## src/rtl/bcd_pkg.sv

```systemverilog
// rtl/bcd_pkg.sv - shared types and constants for the BCD digit loader
package bcd_pkg;

  typedef enum logic {
    COLLECT = 1'b0,
    HOLD    = 1'b1
  } state_t;

  localparam logic [3:0] BCD_MAX      = 4'd9;
  localparam int         NUM_DIGITS_C = 4;

  // True when the nibble is a legal decimal digit.
  function automatic logic is_bcd(input logic [3:0] d);
    return (d <= BCD_MAX);
  endfunction

endpackage

```

## src/rtl/bcd_digit_loader_if.sv

```systemverilog
// rtl/bcd_digit_loader_if.sv - digit input / word output bundle for the loader
interface bcd_digit_loader_if;
  import bcd_pkg::*;

  logic [3:0]                  digit_in;
  logic                        digit_valid;
  logic                        digit_ready;
  logic                        clear;
  logic                        word_ack;
  logic [4*NUM_DIGITS_C-1:0]   bcd_word;
  logic                        word_valid;
  logic [2:0]                  digit_count;
  logic                        err_digit;
  logic                        timeout_evt;

  // Producer/consumer side.
  modport master (
    output digit_in, digit_valid, clear, word_ack,
    input  digit_ready, bcd_word, word_valid, digit_count, err_digit, timeout_evt
  );

  // Loader side.
  modport slave (
    input  digit_in, digit_valid, clear, word_ack,
    output digit_ready, bcd_word, word_valid, digit_count, err_digit, timeout_evt
  );

endinterface

```

## src/rtl/bcd_idle_timer.sv

```systemverilog
// rtl/bcd_idle_timer.sv - idle cycle counter with single-cycle expiry flag
module bcd_idle_timer #(
  parameter int TIMEOUT_CYCLES = 1000,
  parameter int CNT_W          = 10
) (
  input  logic clk,
  input  logic rst_n,
  input  logic i_restart,
  input  logic i_enable,
  output logic o_expire
);

  // Value the counter holds on the idle cycle that completes the timeout.
  localparam logic [CNT_W-1:0] LAST = (TIMEOUT_CYCLES == 0) ? '0 : CNT_W'(TIMEOUT_CYCLES - 1);

  logic [CNT_W-1:0] r_cnt;
  logic             w_run;
  logic             w_hit;

  assign w_run    = i_enable && (TIMEOUT_CYCLES != 0) && !i_restart;
  assign w_hit    = (r_cnt == LAST);
  assign o_expire = w_run && w_hit;

  // Count idle cycles; drop to zero on activity, when disabled, or on expiry.
  always_ff @(posedge clk or negedge rst_n) begin
    if (!rst_n) begin
      r_cnt <= '0;
    end else if (!w_run || w_hit) begin
      r_cnt <= '0;
    end else begin
      r_cnt <= r_cnt + 1'b1;
    end
  end

endmodule

```

## src/rtl/bcd_digit_loader.sv

```systemverilog
// rtl/bcd_digit_loader.sv - shifts BCD digits into a 4-digit word and holds it until acknowledged
module bcd_digit_loader
  import bcd_pkg::*;
#(
  parameter int NUM_DIGITS     = 4,
  parameter int TIMEOUT_CYCLES = 1000,
  parameter int CNT_W          = 10
) (
  input  logic                clk,
  input  logic                rst_n,
  bcd_digit_loader_if.slave   bus
);

  state_t                    r_state;
  state_t                    w_next_state;
  logic [4*NUM_DIGITS-1:0]   r_word;
  logic [2:0]                r_count;
  logic                      r_err;
  logic                      r_tevt;

  logic                      w_accept;
  logic                      w_digit_ok;
  logic                      w_last_digit;
  logic                      w_ack;
  logic                      w_timer_en;
  logic                      w_expire;

  assign w_accept     = bus.digit_valid && (r_state == COLLECT);
  assign w_digit_ok   = is_bcd(bus.digit_in);
  assign w_last_digit = (r_count == 3'(NUM_DIGITS - 1));
  assign w_ack        = bus.word_ack && (r_state == HOLD);
  // Only a partial word in COLLECT can time out.
  assign w_timer_en   = (r_state == COLLECT) && (r_count != 3'd0);

  bcd_idle_timer #(
    .TIMEOUT_CYCLES (TIMEOUT_CYCLES),
    .CNT_W          (CNT_W)
  ) u_idle_timer (
    .clk       (clk),
    .rst_n     (rst_n),
    .i_restart (w_accept || bus.clear),
    .i_enable  (w_timer_en),
    .o_expire  (w_expire)
  );

  // State register.
  always_ff @(posedge clk or negedge rst_n) begin
    if (!rst_n) begin
      r_state <= COLLECT;
    end else begin
      r_state <= w_next_state;
    end
  end

  // Next state: clear aborts, ack releases HOLD, the final valid digit enters HOLD.
  always_comb begin
    w_next_state = r_state;
    if (bus.clear) begin
      w_next_state = COLLECT;
    end else begin
      case (r_state)
        COLLECT: begin
          if (!w_expire && w_accept && w_digit_ok && w_last_digit) begin
            w_next_state = HOLD;
          end
        end
        HOLD: begin
          if (w_ack) begin
            w_next_state = COLLECT;
          end
        end
        default: w_next_state = COLLECT;
      endcase
    end
  end

  // Word, count and pulse registers in priority clear > ack > timeout > accept.
  always_ff @(posedge clk or negedge rst_n) begin
    if (!rst_n) begin
      r_word  <= '0;
      r_count <= '0;
      r_err   <= 1'b0;
      r_tevt  <= 1'b0;
    end else begin
      r_err  <= 1'b0;
      r_tevt <= 1'b0;
      if (bus.clear || w_ack) begin
        r_word  <= '0;
        r_count <= '0;
      end else if (w_expire) begin
        r_word  <= '0;
        r_count <= '0;
        r_tevt  <= 1'b1;
      end else if (w_accept) begin
        if (w_digit_ok) begin
          r_word  <= {r_word[4*NUM_DIGITS-5:0], bus.digit_in};
          r_count <= r_count + 3'd1;
        end else begin
          r_err <= 1'b1;
        end
      end
    end
  end

  assign bus.digit_ready = (r_state == COLLECT);
  assign bus.word_valid  = (r_state == HOLD);
  assign bus.bcd_word    = r_word;
  assign bus.digit_count = r_count;
  assign bus.err_digit   = r_err;
  assign bus.timeout_evt = r_tevt;

endmodule

```

## src/flat_wrapper.sv

```systemverilog
// flat-port wrapper written by rule: the top's interface ports become plain ports
module bcd_digit_loader_flat import bcd_pkg::*;
#(
  parameter int NUM_DIGITS     = 4,
  parameter int TIMEOUT_CYCLES = 1000,
  parameter int CNT_W          = 10
)
  (clk, rst_n, bus_digit_in, bus_digit_valid, bus_clear, bus_word_ack, bus_digit_ready, bus_bcd_word, bus_word_valid, bus_digit_count, bus_err_digit, bus_timeout_evt);
  bcd_digit_loader_if bus_i ();
  input  logic clk;
  input  logic rst_n;
  input wire logic [$bits(bus_i.digit_in)-1:0] bus_digit_in;
  input wire logic [$bits(bus_i.digit_valid)-1:0] bus_digit_valid;
  input wire logic [$bits(bus_i.clear)-1:0] bus_clear;
  input wire logic [$bits(bus_i.word_ack)-1:0] bus_word_ack;
  output wire logic [$bits(bus_i.digit_ready)-1:0] bus_digit_ready;
  output wire logic [$bits(bus_i.bcd_word)-1:0] bus_bcd_word;
  output wire logic [$bits(bus_i.word_valid)-1:0] bus_word_valid;
  output wire logic [$bits(bus_i.digit_count)-1:0] bus_digit_count;
  output wire logic [$bits(bus_i.err_digit)-1:0] bus_err_digit;
  output wire logic [$bits(bus_i.timeout_evt)-1:0] bus_timeout_evt;
  assign bus_i.digit_in = bus_digit_in;
  assign bus_i.digit_valid = bus_digit_valid;
  assign bus_i.clear = bus_clear;
  assign bus_i.word_ack = bus_word_ack;
  assign bus_digit_ready = bus_i.digit_ready;
  assign bus_bcd_word = bus_i.bcd_word;
  assign bus_word_valid = bus_i.word_valid;
  assign bus_digit_count = bus_i.digit_count;
  assign bus_err_digit = bus_i.err_digit;
  assign bus_timeout_evt = bus_i.timeout_evt;
  bcd_digit_loader #(.NUM_DIGITS(NUM_DIGITS), .TIMEOUT_CYCLES(TIMEOUT_CYCLES), .CNT_W(CNT_W)) u_core (.clk(clk), .rst_n(rst_n), .bus(bus_i));
endmodule
```

## config.mk

```make
export PLATFORM = sky130hd
export DESIGN_NAME = bcd_digit_loader_flat
export DESIGN_NICKNAME = d
export VERILOG_FILES = /design/src/rtl/bcd_pkg.sv /design/src/rtl/bcd_digit_loader_if.sv /design/src/rtl/bcd_idle_timer.sv /design/src/rtl/bcd_digit_loader.sv /design/src/flat_wrapper.sv
export SDC_FILE = /design/constraint.sdc
export NUM_CORES = 1
export LEC_CHECK = 0
export CAP_MARGIN = 20
export CORE_ASPECT_RATIO = 1.1
export CORE_UTILIZATION = 49
export DETAILED_ROUTE_END_ITERATION = 12
export HOLD_SLACK_MARGIN = 0.02
export PLACE_DENSITY_LB_ADDON = 0.1
export SYNTH_ARGS = -nofsm -noshare
export SYNTH_HDL_FRONTEND = slang
export SYNTH_SLANG_ARGS = --single-unit
```

## constraint.sdc

```tcl
create_clock -name clk -period 2.15 [get_ports clk]
set_input_delay 0.3225 -clock clk [delete_from_list [all_inputs] [get_ports clk]]
set_output_delay 0.3225 -clock clk [all_outputs]
set_load 0.02 [all_outputs]
```

---- Word level (Yosys, flattened, before mapping) ----
Cells that the tools add are included.
word-level totals
  register bits after elaboration ......... 32
  input port bits ......................... 9
  output and inout bits ................... 23
operators by class
  add/sub/neg operators ................... 2
  order comparisons ....................... 1
  equality and inequality tests ........... 2
  muxes and demuxes ....................... 19
  bitwise operators ....................... 1
  reduce and logical (&&, ||, !) cells .... 18
operators with widths
  cell                   number
  $mux 16                4
  $mux 3                 4
  $add 10x1->10 const B  1
  $eq 10x10->1 const B   1
  $mux 10                1
  $mux 1                 9
  $reduce_bool 3->1      3
  $logic_and 1x1->1      8
  $le 4x4->1 const B     1
  $add 3x1->3 const B    1
  $eq 3x2->1 const B     1
  $logic_not 1->1        3
  $logic_or 1x1->1       3
  $pmux 1 s2             1
  $reduce_and 2->1       1
  $not 1->1              1

---- Logic depth before layout (Yosys ltp) ----
  depth in word-level cells ............... 13
  mapped depth ............................ 7
  mapped depth without buffers ............ 6

---- Modules after synthesis ----
A second synthesis with hierarchy kept.
second synthesis, totals
  cell total of the unflattened synthesis .. 150
  area total of the unflattened synthesis .. 1579.0 um^2
modules (own cells, without submodules)
  module            times used  cells each  area each (um^2)  sequential area each (um^2)
  bcd_digit_loader  1           97          1053.5            550.5
  bcd_idle_timer    1           53          525.5             250.2

---- Worst setup path before layout ----
No wires, ideal clock.
  path kind ............................... register to register
  from .................................... register u_core.r_count[0] (netlist: u_core.bus.digit_count[0])
  to ...................................... register u_core.r_count[0] (netlist: u_core.bus.digit_count[0])
  library setup time ...................... 0.119 ns
  data arrival time ....................... 1.582 ns
  slack ................................... 0.449 ns
  stages on the path, launching flop included .. 8
  clock period less this slack ............ 1.701 ns
  cell sequence ........................... dfrtp_1 inv_1 ha_1 nor2b_1 or2_4 o21ai_4 buf_6 nor2_1
on the way
  word-level cells in the longest chain between the ends .. 6
  elaborated cells on any way between the ends .. 12
  those cells by class .................... add/sub (1); mux (4); reduce/logical (7)
ends and longest elaborated chain
  what                                                 RTL line                RTL
  start, declared                                      bcd_digit_loader.sv:17  logic [2:0] r_count;
  start signal, assigned                               bcd_digit_loader.sv:97  r_count <= r_count + 3'd1;
  branches (longest 6 deep; another with $add 3x1->3)  --
Parallel ways; which one is timed is not known. The select of a mux whose other input is x is not followed.
A chain may end at the register's enable or synchronous reset.

---- Final worst setup path ----
  from .................................... register u_core.r_state (netlist: u_core.bus.word_valid)
  to ...................................... output bus_digit_ready
on the way
  word-level cells in the longest chain between the ends .. 1
ends and longest elaborated chain
  what                    RTL line                 RTL
  start, declared         bcd_digit_loader.sv:14   state_t r_state;
  start signal, assigned  bcd_digit_loader.sv:51   r_state <= w_next_state;
  $not 1->1               bcd_digit_loader.sv:105  assign bus.digit_ready = (r_state == COLLECT);
  end, declared           flat_wrapper.sv:16       output wire logic [$bits(bus_i.digit_ready)-1:0] bus_digit_ready;
Every way passes these cells.

==> flow_summary_export.csv <==
group,metric,value,unit
layout,fillers,229,
placement,place_hpwl,1910,um
power,vdd_drop_max,0.379,mV
setup_path,r2r_setup_slack,0.55,ns
setup_path,crit_fanout,5,
die,start_util,51.6,%
drt,via_per_inst,4.98,
outcome,run_status,"complete, no violations",
logic_synthesis,ys_warn_count,0,
logic_synthesis,synth_seq_area_share,56.3,%
sta,max_slew.worst_pin.slew,0.403,ns
setup_path,worstPathRequired,1.83,ns
placement,gp_congestion,0.732,
global_route,grt_pass1_vias,1035,
sta,hold_viol_final,0,
power,leakagePower,0.000758,uW
logic_synthesis,synth_top_cell_by_area,"dfrtp_1",
drt,dr.first_iter.drc_count,20,
drt,dr.pass1.iters,4,
clocking,path_clk_slew,0.09,ns
layout,final_cell_mix,"nand2_1 (39), dfrtp_1 (32), clkdlybuf4s50_1 (31)",
global_route,met1_usage,27.1,%
logic_synthesis,netlist-cell-type-count,28,
die,core_area,2750,um^2
drt,route.detailed.drc,0,
logic_synthesis,synth_top_area_share,56.3,%
drt,wire_per_inst,12.3,um
clocking,clock_latency,0.33,ns
clocking,cts_setup_buffers,0,
logic_synthesis,synth_area,1420,um^2
layout,nets,199,
clocking,cts_hold_buffers,0,
clocking,root_buffer,"clkbuf_4",
setup_path,critical_path.startpoint,"u_core.bus.word_valid",
setup_path,endpoint,"bus_digit_ready",
worst_hold_path,min_path_type,"in2async",
logic_synthesis,synth_area_leaders,"dfrtp_1 (56%), nand2_1 (10%), a21oi_1 (6.3%)",
die,io_pins,32,
power,power.density,582,nW/um^2
die,dieArea,3120,um^2
global_route,grt_max_degree,33,
setup_path,worstSetupStartpointType,"flop",
global_route,grt.total_usage,21.2,%
flow_run,drv_cap,0,
sta,finalSetupViolCount,0,
layout,syn_to_final_growth,29.8,%
global_route,use_met2,32.3,%
setup_path,r2r_start,"u_core.bus.digit_count[0]",
sta,setup_tns,0,ns
power,total_power,1070,uW
clocking,cts-root-to-sink-buffers,2,
sta,relSlewSlack,72.8,%
drt,wl,2700,um
die,core.rowCount,20,
layout,final_common_cell,"nand2_1",
global_route,grt_pass1_wl,4570,um
logic_synthesis,syn_nets,162,
clocking,cts_buffers,5,
layout,final_area,1850,um^2
sta,rsz0062_at_grt,"false",
logic_synthesis,netlist_instances,149,
sta,slew_violations,0,
setup_path,worst_setup_path_end_kind,"output pin",
clocking,postCtsResizedCells,0,
global_route,busiest_layer,"met2",
clocking,clock-sinks,32,
clocking,cts_tree,"done",
sta,period_share,83.2,%
layout,drive_gt1_share,6.45,%
drt,via_count,1090,
global_route,met3_usage,7.75,%
setup_path,worstSetupPathType,"reg2out",
setup_path,r2r.worst_path.cells,6,
clocking,htreeDepth,2,
drt,postRouteAntennaNets,0,
die,die_w,53.4,um
sta,post-route-min-period,1.79,ns
setup_path,reg2reg_to,"u_core.u_idle_timer.r_cnt[5]",
sta,fin_skew,0.0102,ns
placement,io_buffers,31,
logic_synthesis,synth-seq-cells,32,
sta,maxClockFrequency,559,MHz
setup_path,cp.arrival,1.47,ns
global_route,overflow,0,
layout,antennaDiodeCount,0,
global_route,antenna_found_initial,0,
die,die_y,58.5,um
logic_synthesis,avgSynthCellArea,9.54,um^2
placement,placed_area,1800,um^2
==> worst min path at each step <==
| stage | endpoint | startpoint | slack, ns | cells after the start |
|---|---|---|---|---|
| finish | u_core.bus.bcd_word[14] | rst_n | 0.36 | 2 |
| global route | u_core.bus.bcd_word[14] | rst_n | 0.43 | 2 |
| CTS | u_core.bus.bcd_word[14] | rst_n | 0.37 | 2 |
| detailed placement | u_core.u_idle_timer.r_cnt[0] | u_core.u_idle_timer.r_cnt[0] | 0.46 | 1 |
| global placement | u_core.u_idle_timer.r_cnt[0] | u_core.u_idle_timer.r_cnt[0] | 0.45 | 1 |
| floorplan | u_core.bus.bcd_word[0] | rst_n | 0.03 | 0 |
==> cell type report <==
type                            instances  area, um^2  share of cell area (%)
Timing Repair Buffer                   35         365                    19.8
Tap cell                               33        41.3                    2.24
Clock inverter                          1        5.00                   0.271
Inverter                                6        22.5                    1.22
Clock buffer                            6        41.3                    2.24
Multi-Input combinational cell        106         569                    30.8
Sequential cell                        32         801                    43.4
==> state kept, by name, indices dropped and copies added (netlist names) <==
signal and flops:
u_core.bus.bcd_word 16, u_core.bus.err_digit 1, u_core.u_idle_timer.r_cnt 10, u_core.bus.word_valid 1, u_core.bus.digit_count 3, u_core.bus.timeout_evt 1
==> cell families after synthesis <==
group	Yosys count	share of synthesized area, %
buffers and inverters	11	3.61
AOI/OAI and AO/OA	22	8.98
adders and majority gates	4	3.52
xor gates and xnor gates	9	5.55
and+or+nand+nor	71	22.0
DFF	32	56.3
==> power breakdown <==
part | internal (uW) | total (uW) | switching, uW
Clock | 120 | 315 | 195
Sequential | 614 | 625 | 10.8
Combinational | 61.0 | 135 | 73.5
Total | 795 | 1070 | 279
==> critical path, stage by stage, from the launching register on <==
cell and delay [ns]:
dfrtp_1 0.42, inv_1 0.11, clkdlybuf4s50_1 0.61
==> per-layer routing <==
layer  wire length [um]  part of all wire (%)
met5                  0                     0
met3                105                   3.9
met4                 49                   1.8
met2               1320                    49
met1               1230                    45
==> synth_stat cells (all sizes together) <==
library cell   n
nand4          1
nor3b          1
a2bb2oi        1
a21oi         18
and2           1
nand2         39
inv            6
and3           1
nor2          14
dfrtp         32
or2            1
clkbuf         2
nor4           2
nor4b          1
xor2           3
xnor2          6
nand2b         1
ha             4
nand3          4
a211oi         1
buf            3
and4           1
nor2b          1
o21ai          2
nor3           2
or3            1
==> stage by stage <==
stage / util, % / hold slack [ns] / cells / setup WS [ns]
global placement: 65.4 / 0.454 / 212 / 0.222
floorplan: - / 0.0269 / 149 / 0.449
finish: 67.0 / 0.363 / 219 / 0.361
CTS: 67.0 / 0.374 / 219 / 0.344
global route: 67.0 / 0.426 / 219 / 0.260
detailed placement: 65.4 / 0.457 / 212 / 0.203
Note: power is estimated with default switching activity, not from simulation.
